===== config.mk =====
export PLATFORM = sky130hd
export DESIGN_NAME = pipelined_carry_adder
export DESIGN_NICKNAME = d
export VERILOG_FILES = /design/src/rtl/pipelined_carry_adder.sv
export SDC_FILE = /design/constraint.sdc
export NUM_CORES = 1
export LEC_CHECK = 0
export ABC_AREA = 1
export BUFFER_PORTS_ARGS = -buffer_cell sky130_fd_sc_hd__buf_2
export CAP_MARGIN = 20
export CORE_AREA = 2 2 61 121
export CTS_BUF_LIST = sky130_fd_sc_hd__clkbuf_4 sky130_fd_sc_hd__clkbuf_8
export CTS_CLUSTER_DIAMETER = 120
export DETAILED_ROUTE_END_ITERATION = 12
export DIE_AREA = 0 0 63 123
export HOLD_SLACK_MARGIN = 0.05
export PLACE_DENSITY = 0.8
export SYNTH_ARGS = -nofsm -noshare
export SYNTH_HDL_FRONTEND = slang
export SYNTH_SLANG_ARGS = --single-unit

===== constraint.sdc =====
create_clock -name clk -period 4.2 [get_ports clk]
set_input_delay 0.21 -clock clk [delete_from_list [all_inputs] [get_ports clk]]
set_output_delay 0.21 -clock clk [all_outputs]
set_load 0.01 [all_outputs]

===== src/rtl/pipelined_carry_adder.sv =====
// ---------------------------------------------------------------------------
// pipelined_carry_adder
//
// Pipelined ripple-carry adder / incrementer. Each pipeline stage adds one
// SEG-bit segment of the operands plus the carry from the previous stage.
// The carry is registered between stages. Operand segments that have not yet
// been consumed travel down the pipe alongside the data (skew). Sum segments
// that are already finished also travel down the pipe (deskew), so every bit
// of S leaves the last stage in the same cycle.
//
// Parameters
//   WIDTH   operand / sum width (must be a multiple of SEG)
//   SEG     bits added per stage
//   STAGES  WIDTH/SEG, derived; equals the pipeline latency in cycles
//
// Ports
//   clk        in   1      clock, all state on the rising edge
//   rst_n      in   1      synchronous active-low reset
//   in_valid   in   1      operands valid
//   in_ready   out  1      operands accepted this cycle
//   A          in   WIDTH  operand A
//   B          in   WIDTH  operand B (treated as 0 when INC=1)
//   Ci         in   1      carry-in
//   INC        in   1      1: S = A + Ci, 0: S = A + B + Ci
//   out_valid  out  1      S / Co (/ OVF) valid
//   out_ready  in   1      downstream accepts the result
//   S          out  WIDTH  sum, modulo 2^WIDTH
//   Co         out  1      carry out of bit WIDTH-1
//   OVF        out  1      signed overflow of S (only with ADDER_OVF_EN)
//
// Optional feature macro: ADDER_OVF_EN adds the OVF output and its pipeline
// register. Without it there is no OVF port and no overflow logic.
// ---------------------------------------------------------------------------
module pipelined_carry_adder #(
  parameter int WIDTH = 16,
  parameter int SEG   = 4
) (
  input  logic             clk,
  input  logic             rst_n,
  input  logic             in_valid,
  output logic             in_ready,
  input  logic [WIDTH-1:0] A,
  input  logic [WIDTH-1:0] B,
  input  logic             Ci,
  input  logic             INC,
  output logic             out_valid,
  input  logic             out_ready,
  output logic [WIDTH-1:0] S,
  output logic             Co
`ifdef ADDER_OVF_EN
  ,
  output logic             OVF
`endif
);

  localparam int STAGES = WIDTH / SEG;

  generate
    if (WIDTH % SEG != 0) begin : g_bad_cfg
      $error("pipelined_carry_adder: WIDTH must be a multiple of SEG");
    end
  endgenerate

  // Inter-stage buses. Index k is the input of stage k; index STAGES is the
  // output of the last stage, which is also the block's output register.
  // wordIn holds finished sum bits below the current segment and untouched
  // A bits from the current segment upward.
  logic [WIDTH-1:0] wordIn  [STAGES+1];
  logic             carryIn [STAGES+1];
  logic             validIn [STAGES+1];
  // Remaining B' bits, shifted so the segment for stage k sits at bit 0.
  logic [WIDTH-1:0] bIn     [STAGES];
  logic             adv;

  // Single global advance: the whole pipe moves when the output register is
  // empty or being drained, otherwise every stage holds.
  assign adv      = !validIn[STAGES] | out_ready;
  assign in_ready = adv;

  assign wordIn[0]  = A;
  assign carryIn[0] = Ci;
  assign validIn[0] = in_valid;
  // INC is folded in here, so it travels with its own transaction only.
  assign bIn[0]     = INC ? '0 : B;

  assign S         = wordIn[STAGES];
  assign Co        = carryIn[STAGES];
  assign out_valid = validIn[STAGES];

  generate
    for (genvar k = 0; k < STAGES; k++) begin : g_stage
      logic [WIDTH-1:0] word_q;
      logic [WIDTH-1:0] word_d;
      logic             carry_q;
      logic             carry_d;
      logic             valid_q;
      logic [SEG-1:0]   segSum;

      // Ripple-add this stage's segment and splice the result into the
      // word in place of the A segment it consumed.
      always_comb begin
        {carry_d, segSum} = {1'b0, wordIn[k][k*SEG +: SEG]}
                          + {1'b0, bIn[k][SEG-1:0]}
                          + {{SEG{1'b0}}, carryIn[k]};
        word_d = wordIn[k];
        word_d[k*SEG +: SEG] = segSum;
      end

      // Stage register: cleared on reset, loaded on advance, held on stall.
      always_ff @(posedge clk) begin
        if (!rst_n) begin
          word_q  <= '0;
          carry_q <= 1'b0;
          valid_q <= 1'b0;
        end else if (adv) begin
          word_q  <= word_d;
          carry_q <= carry_d;
          valid_q <= validIn[k];
        end
      end

      assign wordIn[k+1]  = word_q;
      assign carryIn[k+1] = carry_q;
      assign validIn[k+1] = valid_q;

      // B' skew register: only stages that still have a later stage to feed
      // need to carry the unconsumed upper B' bits forward.
      if (k < STAGES - 1) begin : g_skew
        logic [WIDTH-1:0] bSkew_q;

        always_ff @(posedge clk) begin
          if (!rst_n) begin
            bSkew_q <= '0;
          end else if (adv) begin
            bSkew_q <= bIn[k] >> SEG;
          end
        end

        assign bIn[k+1] = bSkew_q;
      end

`ifdef ADDER_OVF_EN
      // The last stage still sees the original A and B' sign bits, so the
      // signed overflow flag is formed here next to the top sum bit.
      if (k == STAGES - 1) begin : g_ovf
        logic ovf_q;
        logic ovf_d;

        always_comb begin
          ovf_d = (wordIn[k][WIDTH-1] == bIn[k][SEG-1])
                & (segSum[SEG-1] != wordIn[k][WIDTH-1]);
        end

        always_ff @(posedge clk) begin
          if (!rst_n) begin
            ovf_q <= 1'b0;
          end else if (adv) begin
            ovf_q <= ovf_d;
          end
        end

        assign OVF = ovf_q;
      end
`else
      // Overflow flag not built in this configuration.
`endif
    end
  endgenerate

endmodule


==> reports/results.ini <==
[status]
outcome = finished, final reports clean

[sta]
tns_ps = 0
maxSlewHeadroom = 0.362
slew_violations = 0
finalHoldViolations = 0
finalCritPeriodShare = 0.460
fin_ws_ps = 2270
setup_violations = 0
fmax_mhz = 517
worst_pin_slew_ps = 957
post-route-min-period_ps = 1930
rsz0062_at_grt = false
skew_ps = 4.93

[worst_setup_path]
cp.required_ps = 4500
cp_max_fo = 106
crit_slowest_cell = nand2_4
critPathBufInv = 2
cp.arrival_ps = 2230
worst_setup_path_start_kind = flop
r2r_cells = 5
end_kind = flop
r2r-end = g_stage[2].valid_q
timing.rr.start = out_valid
cpPeakStageDelay_ps = 490
crit_family = buffers and inverters
path_cells = nand2_4 -> inv_2 -> buf_4 -> o21ai_0 -> a21oi_1
rrSetupSlack_ps = 2270
startpoint = out_valid
path_class = flop to flop

[die]
initial_utilization = 0.579
ioPinCount = 57
core_um2 = 6830
rows = 43
die_w_um = 63
die_h_um = 123
die_area_um2 = 7750

[final_layout]
layout-drive-gt1-share = 0.148
stdcell_count = 631
fin_util = 0.648
final_common_cell = nor2_1
fillers = 631
fin_nets = 594
n_antenna_cell = 0
areaGrowthSynthToFinish_pct = 11.9
final_cell_mix = 133 x nor2_1, 96 x dfxtp_1, 75 x o21ai_0

[clock_tree]
numCtsBuffers = 9
worstSkewPairLatency_ps = 370
cts_max_level = 3
clock-root-buffer = clkbuf_8
tritoncts = done
cts_buffer_depth = 2
cts.sinks = 96
post_cts_buffers = 0
path_clk_slew_ps = 80

[global_route]
grt_pass1_wl_um = 12900
grt_pass1_vias = 2982
grt_max_degree = 107
grt_antenna_before_repair = 0
overflow = 0
grt.total_usage = 0.211

[pwr]
pwr_density_cell_nw_per_um2 = 423
leakagePower_uw = 0.00200
ir_worst_vdd_mv = 0.294

[drt]
wl_um = 7600
drc_errors = 0
viasPerCell = 5.10
ant_nets = 0
avgRoutedWirePerCell_um = 12.0
vias = 3216
drt-pass1-iter-count = 4
drtIter0Drc = 221

[hold_path]
hold_path_startpoint = A[6]
min_path_cells = 3
min_to = g_stage[0].word_q[6]
hold_class = input port to flop

[placed_design]
place_ws_ps = 2240
hpwl_um = 4880
portBuffers = 56
place.gp.congestion = 0.811
placedCellCount = 613

[synthesis]
ys_seq_elements = 96
yosysWarnings = 0
netlist.top_cell.by_area = dfxtp_1
syn_area_um2 = 3960
synth_nets = 554
synthTopCellsByArea = dfxtp_1 49%, nor2_1 13%, o21ai_0 9.5%
synth_area_per_cell_um2 = 7.98
synth_cells = 496
synth.distinct_cells = 21
synth_top_area_frac = 0.486
yosysSeqAreaShare = 0.486

[run]
drv_cap = 0

[cells in the mapped netlist]
master / n
nor2_1: 133
dfxtp_1: 96
o21ai_0: 75
inv_1: 34
a21oi_1: 33
nand2_1: 31
nand3_1: 21
buf_2: 16
ha_1: 12
o21ai_1: 12
buf_6: 8
fa_1: 8
clkbuf_1: 5
xor2_1: 3
inv_2: 2
or2_2: 2
buf_4: 1
clkbuf_2: 1
nand2_4: 1
nand3b_1: 1
xnor2_1: 1
[worst reg2reg max path, delay by kind of cell, from the launching register on]
family / cells / cell delay (ps)
simple gates: 1 / 490
buf+inv: 2 / 680
flops: 1 / 370
compound gates: 2 / 320
[cell type report]
class / count / area, µm² / area share
sequential: 96 / 1920 / 0.434
multi-input combinational: 333 / 1700 / 0.384
timing repair buffer: 60 / 325 / 0.0735
inverter: 36 / 135 / 0.0305
clock buffer: 9 / 124 / 0.0280
tap: 90 / 113 / 0.0254
clock inverter: 7 / 110 / 0.0249
[per-layer routing]
metal / share of wire / up-vias / global-route usage / wire (µm)
li1: - / 1681 / - / -
met1: 0.44 / 1468 / 0.240 / 3360
met2: 0.51 / 56 / 0.381 / 3850
met3: 0.033 / 11 / 0.0482 / 254
met4: 0.018 / 0 / 0.0819 / 139
met5: 0 / - / 0 / 0
[power by group]
part / switching [µW] / internal, µW
registers: 28.5 / 964
clock network: 306 / 391
logic: 103 / 78.1
total: 438 / 1430
[how the worst max path moves through the flow]
stage / cells after the start / endpoint / slack [ps]
detailed placement: 7 / g_stage[0].word_q[2] / 2240
finish: 5 / g_stage[2].valid_q / 2270
CTS: 5 / g_stage[2].valid_q / 2260
global placement: 8 / g_stage[0].carry_q / 2280
floorplan: 8 / g_stage[0].carry_q / 2510
global route: 5 / g_stage[2].valid_q / 2040
[flip-flops by register name, indices dropped and copies added, names as in the netlist]
name / cells
g_stage.valid_q: 3
g_stage.word_q: 48
g_stage.g_skew.bSkew_q: 24
S: 16
Co: 1
g_stage.carry_q: 3
out_valid: 1
[timing repair]
item	in CTS	in global routing
gates resized for setup	0	0
hold endpoints to repair	1	0
hold buffers	1	0
[kinds of logic (layout without fill, tap and decap cells)]
family | count (synthesis) | in the layout | share of synthesized area
DFF | 96 | 96 | 0.486
and+or+nand+nor | 189 | 189 | 0.190
buffers and inverters | 67 | 112 | 0.0851
xor gates and xnor gates | 4 | 4 | 0.00886
AOI/OAI and AO/OA | 120 | 120 | 0.152
adders and majority gates | 20 | 20 | 0.0784
[stage by stage]
| step | instance area, µm² | hold slack [ps] | total power (µW) |
|---|---|---|---|
| final | 4430 | 64.2 | 1870 |
| after global routing | 4430 | 64.8 | 1960 |
| after CTS | 4410 | 53.9 | 1890 |
| after detailed placement | 4160 | 438 | 1190 |
| after global placement | 4160 | 430 | 1190 |
| after floorplan | 3960 | 345 | 1140 |
(Power assumes the default switching activity.)
